<file path="config.mk">
export PLATFORM = sky130hd
export DESIGN_NAME = arbiter_rr_reg
export DESIGN_NICKNAME = d
export VERILOG_FILES = /design/src/rtl/arbiter_pkg.sv /design/src/rtl/arbiter_rr_reg_picker.sv /design/src/rtl/arbiter_rr_reg.sv
export SDC_FILE = /design/constraint.sdc
export NUM_CORES = 1
export LEC_CHECK = 0
export ABC_CLOCK_PERIOD_IN_PS = 7400
export CAP_MARGIN = 20
export CORE_MARGIN = 1.5
export CORE_UTILIZATION = 45
export CTS_BUF_LIST = sky130_fd_sc_hd__clkbuf_16
export CTS_CLUSTER_DIAMETER = 120
export CTS_CLUSTER_SIZE = 12
export DETAILED_ROUTE_END_ITERATION = 7
export PLACE_DENSITY = 0.85
export SKIP_CTS_REPAIR_TIMING = 1
export SLEW_MARGIN = 20
export SYNTH_ARGS = -nofsm -noshare
export SYNTH_HDL_FRONTEND = slang
export SYNTH_HIERARCHICAL = 1
export SYNTH_SLANG_ARGS = --single-unit
export TNS_END_PERCENT = 10
</file>
<file path="constraint.sdc">
create_clock -name clk -period 7.4 [get_ports clk]
set_input_delay 0.74 -clock clk [delete_from_list [all_inputs] [get_ports clk]]
set_output_delay 0.74 -clock clk [all_outputs]
set_load 0.05 [all_outputs]
</file>
<file path="src/rtl/arbiter_pkg.sv">
// Shared types and helpers for the registered N-input valid/ready arbiter.
package arbiter_pkg;

  // Grant policy: fixed priority (channel 0 highest) or round-robin.
  typedef enum logic {
    ARB_FIXED = 1'b0,
    ARB_RR    = 1'b1
  } arb_mode_t;

  // Modulo-n increment written as an explicit compare-and-wrap so that it
  // stays correct when n is not a power of two.
  function automatic int rr_next(input int last, input int n);
    if (last + 1 >= n) begin
      return 0;
    end
    return last + 1;
  endfunction

endpackage

</file>
<file path="src/rtl/arbiter_rr_reg_picker.sv">
// Rotating priority encoder: scans req starting at index 'start', wrapping
// modulo N, and grants the first requester found. Purely combinational.
module priority_picker #(
  parameter int N   = 4,
  parameter int IDW = $clog2(N)
) (
  input  logic [N-1:0]   req,
  input  logic [IDW-1:0] start,
  output logic [N-1:0]   gnt,
  output logic [IDW-1:0] gnt_idx,
  output logic           any
);

  // Walk the N candidate positions in rotated order; the first hit wins.
  always_comb begin
    int             idx;
    logic [IDW-1:0] sel;
    gnt     = '0;
    gnt_idx = '0;
    any     = 1'b0;
    idx     = 0;
    sel     = '0;
    for (int k = 0; k < N; k++) begin
      idx = int'(start) + k;
      if (idx >= N) begin
        idx = idx - N;
      end
      sel = IDW'(idx);
      if (!any && req[sel]) begin
        any      = 1'b1;
        gnt[sel] = 1'b1;
        gnt_idx  = sel;
      end
    end
  end

endmodule

</file>
<file path="src/rtl/arbiter_rr_reg.sv">
// N-input valid/ready arbiter with a registered output stage, a source-id
// tag, and a fixed-priority or round-robin grant policy.
module arbiter_rr_reg
  import arbiter_pkg::*;
#(
  parameter int        N_INPUTS = 4,
  parameter int        DWIDTH   = 8,
  parameter arb_mode_t MODE     = ARB_RR,
  parameter int        IDW      = $clog2(N_INPUTS)
) (
  input  logic                       clk,
  input  logic                       rst,
  input  logic [N_INPUTS-1:0]        in_valid,
  input  logic [N_INPUTS*DWIDTH-1:0] in_data,
  output logic [N_INPUTS-1:0]        in_ready,
  output logic                       out_valid,
  output logic [DWIDTH-1:0]          out_data,
  output logic [IDW-1:0]             out_id,
  input  logic                       out_ready
);

  // Most recently transferred channel; reset to N-1 so channel 0 goes first.
  logic [IDW-1:0]      last;
  logic [IDW-1:0]      start;
  logic [N_INPUTS-1:0] gnt;
  logic [IDW-1:0]      gnt_idx;
  logic                any;
  logic                load;
  logic                xfer;
  logic [DWIDTH-1:0]   sel_data;

  // The output register can take a new word when empty or draining now.
  assign load = ~out_valid | out_ready;

  // Round-robin searches from the channel after the last winner; fixed
  // priority always searches from channel 0.
  assign start = (MODE == ARB_RR) ? IDW'(rr_next(int'(last), N_INPUTS)) : '0;

  priority_picker #(
    .N   (N_INPUTS),
    .IDW (IDW)
  ) u_picker (
    .req     (in_valid),
    .start   (start),
    .gnt     (gnt),
    .gnt_idx (gnt_idx),
    .any     (any)
  );

  // Ready is the grant gated by load; nothing is accepted during reset.
  assign in_ready = gnt & {N_INPUTS{load & ~rst}};
  assign xfer     = any & load & ~rst;

  // AND-OR payload mux driven by the one-hot grant.
  always_comb begin
    sel_data = '0;
    for (int i = 0; i < N_INPUTS; i++) begin
      if (gnt[i]) begin
        sel_data = in_data[i*DWIDTH +: DWIDTH];
      end
    end
  end

  // ---- stage boundary: input pick -> registered output ----
  // Output register and priority pointer; the pointer moves only on a transfer.
  always_ff @(posedge clk) begin
    if (rst) begin
      out_valid <= 1'b0;
      out_data  <= '0;
      out_id    <= '0;
      last      <= IDW'(N_INPUTS - 1);
    end else if (load) begin
      if (xfer) begin
        out_valid <= 1'b1;
        out_data  <= sel_data;
        out_id    <= gnt_idx;
        last      <= gnt_idx;
      end else begin
        out_valid <= 1'b0;
      end
    end
  end

endmodule

</file>
==> metrics.txt, run 1 <==
Critical Path Source Type register; Slew Limit Fails 0; drt pass-1 iters 4; Layout Nets 237; ant diodes 0; post-DR wirelength/cell 16.9 um; Worst EP required 6.66 ns; Rows 18; actual slew at the worst max-slew pin 1.05 ns; Routability Congestion 0.846; initial core utilization 0.486; net count after synthesis 191; area grow syn2layout 46.8%; Worst Skew 0.00273 ns; HPWL Detailed 2800 um; flops & latches, synth 13; final WL 3740 um; H-Tree Depth 1; sequential fraction of the synthesis area 0.212; Avg Synthesized Cell Area 8.39 um^2; Rel. slew slack 0.300; Core Area 2520 um^2; worst slack, placed 2.00 ns; fmax 178 MHz; initial antenna violation count 0; WP data arrival 4.87 ns; CTS root buffer clkbuf_16; Synth warnings 6; Max-cap violations 0; Fillers 200; layout cell share with drive strength beyond 1 0.0838; RSZ-0062 raised after global routing no; highest-count cells in the layout ignoring fill and taps clkdlybuf4s50_1 (53), a21oi_1 (19), dfxtp_1 (13), inv_1 (10); clock period minus final worst setup slack 5.61 ns; vias in the first global route 1245; Worst Hold Class register to register; die area 3040 um^2; setup violators final 0; chip width 55.2 um; hold_ws 0.465 ns; Cells after Synth 146; setup TNS after final layout 0 ns; DRC 0; Worst Path Max Fanout 17; Worst setup EP type primary output; Max clock buf depth 2; Synth cell types 36; critical path type register to primary output; total number of vias 1385; PortBufs 53; largest net degree at the start of global routing 18; CTS sink count 13; Netlist Area Pre-Place 1220 um^2; gr usage total 0.251; Iter 0 DRT Violations 62; number of top-level pins 54; status complete, no violations; Antenna Nets Post-Route 0; fin crit share 0.758; first-pass GRT wire length 5430 um; worst-skew pair later-pin latency 0.24 ns; Num CTS Buffers 3; clk slew on worst S/H paths 0.04 ns; total global routing overflow 0; final hold violation count 0; drt via density 6.27; PnR worst setup slack 1.79 ns; Die Height 55.2 um; TritonCTS clock tree done; most common cell after layout, fill and taps aside clkdlybuf4s50_1
==> registers in the layout, indices dropped and copies added, names as in the netlist <==
| signal | cells |
|---|---|
| out_data | 8 |
| last | 2 |
| out_id | 2 |
| out_valid | 1 |
==> worst max-delay path, cell delays in order, from the launching register on <==
cell,delay (ns)
dfxtp_1,0.32
ha_1,0.19
nor2_1,0.78
inv_1,0.17
ha_1,0.42
mux4_2,0.45
and2b_2,0.31
a22oi_1,0.08
o21ai_1,0.79
and3_1,0.28
clkdlybuf4s50_1,0.81
==> final cells by class <==
cell class                 count  area (um^2)  area share
clock buffer                   3         75.1      0.0418
inverter                      13         50.0      0.0278
multi-input combinational    107          833       0.463
sequential                    13          260       0.145
timing repair buffer          54          538       0.299
clock inverter                 1         3.75     0.00209
tap                           30         37.5      0.0209
==> Yosys cell counts <==
cell type | instances | share of area
clkinvlp_2 | 1 | 0.0041
dfxtp_1 | 13 | 0.21
mux2_2 | 1 | 0.0092
nor4b_4 | 1 | 0.019
nor4_1 | 1 | 0.0051
nand4_1 | 2 | 0.010
and2b_2 | 1 | 0.0072
nand3b_1 | 8 | 0.049
a32o_1 | 1 | 0.0082
mux4_1 | 2 | 0.043
and3_2 | 1 | 0.0061
mux4_2 | 2 | 0.037
mux2i_1 | 2 | 0.016
inv_1 | 9 | 0.028
buf_6 | 4 | 0.037
clkbuf_1 | 6 | 0.018
a21oi_1 | 19 | 0.078
ha_1 | 6 | 0.061
o211ai_1 | 1 | 0.0061
o221ai_1 | 1 | 0.0072
inv_2 | 3 | 0.0092
clkbuf_2 | 1 | 0.0041
a22oi_1 | 8 | 0.049
a221o_1 | 8 | 0.065
nor3_1 | 1 | 0.0041
nand2b_1 | 3 | 0.015
buf_4 | 1 | 0.0061
nor2_1 | 6 | 0.018
a311oi_1 | 8 | 0.057
nor2b_1 | 2 | 0.010
and3_1 | 3 | 0.015
o21ai_0 | 7 | 0.029
nand2_1 | 8 | 0.025
nor3_2 | 1 | 0.0082
buf_2 | 1 | 0.0041
o31ai_1 | 3 | 0.018
==> worst paths after layout <==
| path | from | endpoint | slack (ns) | cells after the start |
|---|---|---|---|---|
| setup / recovery | last[0] | in_ready[2] | 1.79 | 10 |
| hold / removal | out_id[0] | out_id[0] | 0.46 | 2 |
| setup reg to reg | last[0] | out_data[1] | 2.96 | 11 |
| hold reg to reg | out_id[0] | out_id[0] | 0.46 | 2 |
==> kinds of logic after synthesis <==
group                    share of synthesized area
buffers and inverters                        0.110
flip-flops                                   0.212
adder cells (fa/ha/maj)                     0.0613
AND/OR/NAND/NOR                              0.193
multiplexers                                 0.105
AO/OA/AOI/OAI                                0.318
==> routing by layer <==
layer / vias to the layer above / routed length [um] / share of wire / GRT usage
met1: 645 / 1570 / 0.42 / 0.304
met5: - / 0 / 0 / 0
met2: 78 / 1790 / 0.48 / 0.448
met3: 14 / 259 / 0.069 / 0.0323
li1: 648 / - / - / -
met4: 0 / 116 / 0.031 / 0.0935
==> through the flow <==
stage	util	cell area, um^2	instances
2_1_floorplan	-	1220	146
3_3_place_gp	0.680	1720	217
3_5_place_dp	0.680	1720	217
4_1_cts	0.711	1790	221
5_1_grt	0.713	1800	221
6_report	0.713	1800	221
Power of run 1 is left out: the tool's default activity adds up to more than one toggle a clock period on the data nets, which glitch-free logic cannot reach.
==> run 2: changes to the inputs <==
ABC_CLOCK_PERIOD_IN_PS = 5800   (was 7400)
CORE_UTILIZATION = 42   (was 45)
PLACE_DENSITY = 0.8   (was 0.85)
clock period = 5.8 ns   (was 7.4 ns; I/O delays follow)
==> run 2 against run 1 <==
Compared with the run above: die area rose by 6.7%; worst hold slack got worse by 0.0011 ns; global-route usage fell by 3.7 points; sequential share of layout area fell by 0.16 points; flip-flop and latch count did not move; core utilization fell by 5.4 points; count of clock-buffer cells in the layout did not move; design area rose by 1.1%; first-iteration DRC count fell by 27%; non-clock buffer count rose by 3; via count fell by 4.6%.
==> metrics.txt, run 2 (synthesis gave the netlist of run 1 again) <==
post-DR wirelength/cell 15.2 um (-10%); HPWL Detailed 2650 um (-5.5%); Rows 19 (+1); final hold violation count 0 (unchanged); final WL 3420 um (-8.6%); grt met1 use 0.267 (-0.0372); vias in the first global route 1281 (+2.9%); critical path type register to primary output; Worst Skew 0.00250 ns (-0.000233 ns); Worst setup EP type primary output; delay-heaviest family, CP buffers and inverters; status complete, no violations; Slew Limit Fails 0 (unchanged); drt pass-1 iters 4 (unchanged); Top reg by flops out_data; fmax 211 MHz; DRC 0 (unchanged); Fillers 243 (+22%); Layout Nets 240 (+1.3%); Routability Congestion 0.935 (+11%); drt via density 5.87 (-6.3%); PortBufs 53 (unchanged); TritonCTS clock tree done; total global routing overflow 0 (unchanged); Die Height 57.0 um (+3.3%); most frequent CP cell ha_1; grt met2 use 0.392 (-0.0560); GRT busiest layer met2; initial antenna violation count 0 (unchanged); Worst Path Max Fanout 10 (-7); gr usage total 0.213 (-0.0373); Critical Path Source Type register; actual slew at the worst max-slew pin 0.922 ns (-0.124 ns); most common cell after layout, fill and taps aside clkdlybuf4s50_1; area grow syn2layout 48.4%; Num CTS Buffers 3 (unchanged); max FFs per register 8 (unchanged); setup TNS after final layout 0 ns (unchanged); Max-cap violations 0 (unchanged); clk slew on worst S/H paths 0.04 ns (about the same); fin crit share 0.817; chip width 57.0 um (+3.3%); clock period minus final worst setup slack 4.74 ns; Worst Hold Class register to register; Worst path slowest cell clkdlybuf4s50_1; die area 3250 um^2 (+6.7%); Antenna Nets Post-Route 0 (unchanged); layout cell share with drive strength beyond 1 0.0928 (+0.00901); CP max stage delay 0.80 ns (about the same); CTS root buffer clkbuf_16; worst-skew pair later-pin latency 0.24 ns (about the same); first-pass GRT wire length 5580 um (+2.8%); total number of vias 1321 (-4.6%); initial core utilization 0.444 (-0.0414); largest net degree at the start of global routing 18 (unchanged); Worst EP required 5.22 ns (-1.44 ns); ant diodes 0 (unchanged); Rel. slew slack 0.379 (+0.0787); met3 Use GR 0.0317 (-0.000512); WP data arrival 4.16 ns (-0.71 ns); Crit path buffers/inverters 2 (unchanged); number of top-level pins 54 (unchanged); biggest regs out_data: 8 flops, last: 2 flops, out_id: 2 flops; Iter 0 DRT Violations 45 (-27%); setup violators final 0 (unchanged); Max clock buf depth 2 (unchanged); H-Tree Depth 1 (unchanged); RSZ-0062 raised after global routing no; worst-path cell chain ha_1 > inv_1 > ha_1 > mux4_2 > and2b_2 > a22oi_1 > o21ai_0 > and3_1 > clkdlybuf4s50_1; Core Area 2760 um^2 (+9.3%); CTS sink count 13 (unchanged); highest-count cells in the layout ignoring fill and taps clkdlybuf4s50_1 (53), a21oi_1 (19), dfxtp_1 (13), inv_1 (10)
[run 2: cell types whose count changed in the layout (fill, tap and decap cells not counted), sizes merged]
cell	before	now
buf	1	4
[run 2: through the flow]
| step | hold slack [ns] | worst slack, ns | instances | util | instance area [um^2] |
|---|---|---|---|---|---|
| after floorplan | 0.487 | 2.06 | 146 | - | 1220 |
| after global placement | 0.459 | 1.38 | 221 | 0.631 | 1740 |
| after detailed placement | 0.459 | 1.33 | 221 | 0.631 | 1740 |
| after CTS | 0.465 | 1.06 | 225 | 0.659 | 1820 |
| after global routing | 0.516 | 0.874 | 225 | 0.659 | 1820 |
| final | 0.463 | 1.06 | 225 | 0.659 | 1820 |
[run 2: final timing paths]
check	startpoint	to	slack [ns]	cells past startpoint
min	out_id[0]	out_id[0]	0.46	2
max reg2reg	last[0]	out_data[2]	2.12	10
max	last[0]	in_ready[0]	1.06	9
min reg2reg	out_id[0]	out_id[0]	0.46	2
[run 2: worst register-to-register path: stages (launching register included)]
cell	delay (ns)
dfxtp_1	0.32
ha_1	0.46
inv_1	0.14
ha_1	0.37
mux4_2	0.44
and2b_2	0.31
a22oi_1	0.06
o21ai_0	0.73
nand3b_1	0.14
a221o_1	0.36
a311oi_1	0.25
[run 2: layer usage]
metal  part of all wire  up-vias
li1                   -      660
met1               0.42      610
met2               0.53       51
met3              0.051        0
met4                  0        0
met5                  0        -
[run 2: layout make-up]
class / instances / area [um^2] / area share
Clock buffer: 3 / 75.1 / 0.0413
Multi-Input combinational cell: 107 / 830 / 0.456
Clock inverter: 1 / 3.75 / 0.00206
Tap cell: 31 / 38.8 / 0.0213
Sequential cell: 13 / 260 / 0.143
Inverter: 13 / 50.0 / 0.0275
Timing Repair Buffer: 57 / 561 / 0.308
Power of run 2 is left out for the same reason.
==> run 3: changes to the inputs <==
ABC_CLOCK_PERIOD_IN_PS = 4400   (was 5800)
clock period = 4.4 ns   (was 5.8 ns; I/O delays follow)
==> run 3 against run 2 <==
Compared with the run above: sequential share of layout area shrank 0.25 points; design area grew 1.8%; highest routed layer is now met4; via count grew 1.2%; critical endpoint is now in_ready[2]; largest cell class unchanged.
==> metrics.txt, run 3 (synthesis gave the netlist of run 1 again) <==
status complete, no violations; RSZ-0062 raised after global routing no; ant diodes 0 (unchanged); final hold violation count 0 (unchanged); Rows 19 (unchanged); CTS root buffer clkbuf_16; initial antenna violation count 0 (unchanged); Num CTS Buffers 3 (unchanged); Antenna Nets Post-Route 0 (unchanged); Core Area 2760 um^2 (unchanged); final WL 3560 um (+4.1%); HPWL Detailed 2730 um (+3.1%); number of top-level pins 54 (unchanged); Slew Limit Fails 0 (unchanged); fmax 242 MHz; clock period minus final worst setup slack 4.13 ns; largest net degree at the start of global routing 18 (unchanged); highest-count cells in the layout ignoring fill and taps clkdlybuf4s50_1 (49), a21oi_1 (19), dfxtp_1 (13), inv_1 (10); worst-skew pair later-pin latency 0.24 ns (about the same); DRC 0 (unchanged); most common cell after layout, fill and taps aside clkdlybuf4s50_1; worst reg2reg setup slack 0.60 ns (-1.52 ns); min-delay src out_id[0]; Worst EP required 3.96 ns (-1.26 ns); WHS Endpoint out_id[0]; WP data arrival 3.69 ns (-0.47 ns); clk slew on worst S/H paths 0.04 ns (about the same); Layout Nets 239 (-0.42%); area grow syn2layout 51.1%; setup TNS after final layout 0 ns (unchanged); initial core utilization 0.444 (unchanged); cell depth of the worst hold path 2 (unchanged); Setup crit start last[0]; Max-cap violations 0 (unchanged); gr usage total 0.217 (+0.00356); post-DR wirelength/cell 15.9 um (+4.5%); CTS sink count 13 (unchanged); Worst Skew 0.00141 ns (-0.00109 ns); Multi-input gate area 830 um^2 (unchanged); layout cell share with drive strength beyond 1 0.109 (+0.0160); first-pass GRT wire length 5560 um (-0.38%); vias in the first global route 1277 (-0.31%); biggest regs out_data: 8 flops, last: 2 flops, out_id: 2 flops; PortBufs 53 (unchanged); chip width 57.0 um (unchanged); actual slew at the worst max-slew pin 1.04 ns (+0.120 ns); Routability Congestion 0.894 (-4.4%); Critical Path Source Type register; Die Height 57.0 um (unchanged); Top reg by flops out_data; max FFs per register 8 (unchanged); total number of vias 1337 (+1.2%); die area 3250 um^2 (unchanged); Reg area 260 um^2 (unchanged); H-Tree Depth 1 (unchanged); reg2reg start last[0]; Worst Hold Class register to register; Rel. slew slack 0.301 (-0.0784); fin crit share 0.939; critical path type register to primary output; Worst R2R End out_data[7]; Worst Path Max Fanout 17 (+7); Worst Reg-to-Reg Cells 10 (unchanged); Iter 0 DRT Violations 75 (+67%); setup violators final 0 (unchanged); Fillers 238 (-2.1%); drt via density 5.97 (+1.7%); Max clock buf depth 2 (unchanged); Worst setup EP type primary output; total global routing overflow 0 (unchanged); drt pass-1 iters 4 (unchanged); TritonCTS clock tree done
## run 3: changes by cell type in the layout (fill, tap and decap cells not counted)
cell / change
buf_4: -1
buf_12: +4
clkdlybuf4s50_1: -4
## run 3: how the worst max path moves through the flow
| stage | endpoint | cells past startpoint |
|---|---|---|
| after CTS | in_ready[2] | 9 |
| final | in_ready[2] | 9 |
| after floorplan | in_ready[3] | 13 |
| after detailed placement | in_ready[2] | 9 |
| after global placement | in_ready[2] | 11 |
| after global routing | in_ready[2] | 9 |
## run 3: metal layers
metal  routed length, um  up-vias  GRT usage  part of all wire
met5                   0        -          0                 0
met4                  34        0     0.0498            0.0096
met3                 141        4     0.0363             0.040
met2                1830       40      0.391              0.51
met1                1550      640      0.270              0.44
li1                    -      653          -                 -
## run 3: worst max-delay path: stages, from the launching register on
cell and delay (ns):
dfxtp_1 0.32, ha_1 0.46, inv_1 0.15, ha_1 0.37, mux4_2 0.44, and2b_2 0.31
a22oi_1 0.08, o21ai_1 0.81, and3_1 0.34, buf_12 0.15
## run 3: area by class of cell
class | count | area share
inverter | 13 | 0.0270
multi-input combinational | 107 | 0.448
clock buffer | 3 | 0.0406
clock inverter | 1 | 0.00203
sequential | 13 | 0.141
timing repair buffer | 56 | 0.320
tap | 31 | 0.0210
## run 3: stage by stage
step	instances	hold WS (ns)	util	setup slack [ns]	instance area [um^2]
finish	224	0.499	0.671	0.269	1850
global route	224	0.523	0.671	0.0930	1850
CTS	224	0.513	0.671	0.278	1850
detailed placement	220	0.460	0.642	0.566	1770
global placement	220	0.459	0.642	0.710	1770
floorplan	146	0.487	-	0.796	1220
Power of run 3 is left out for the same reason.
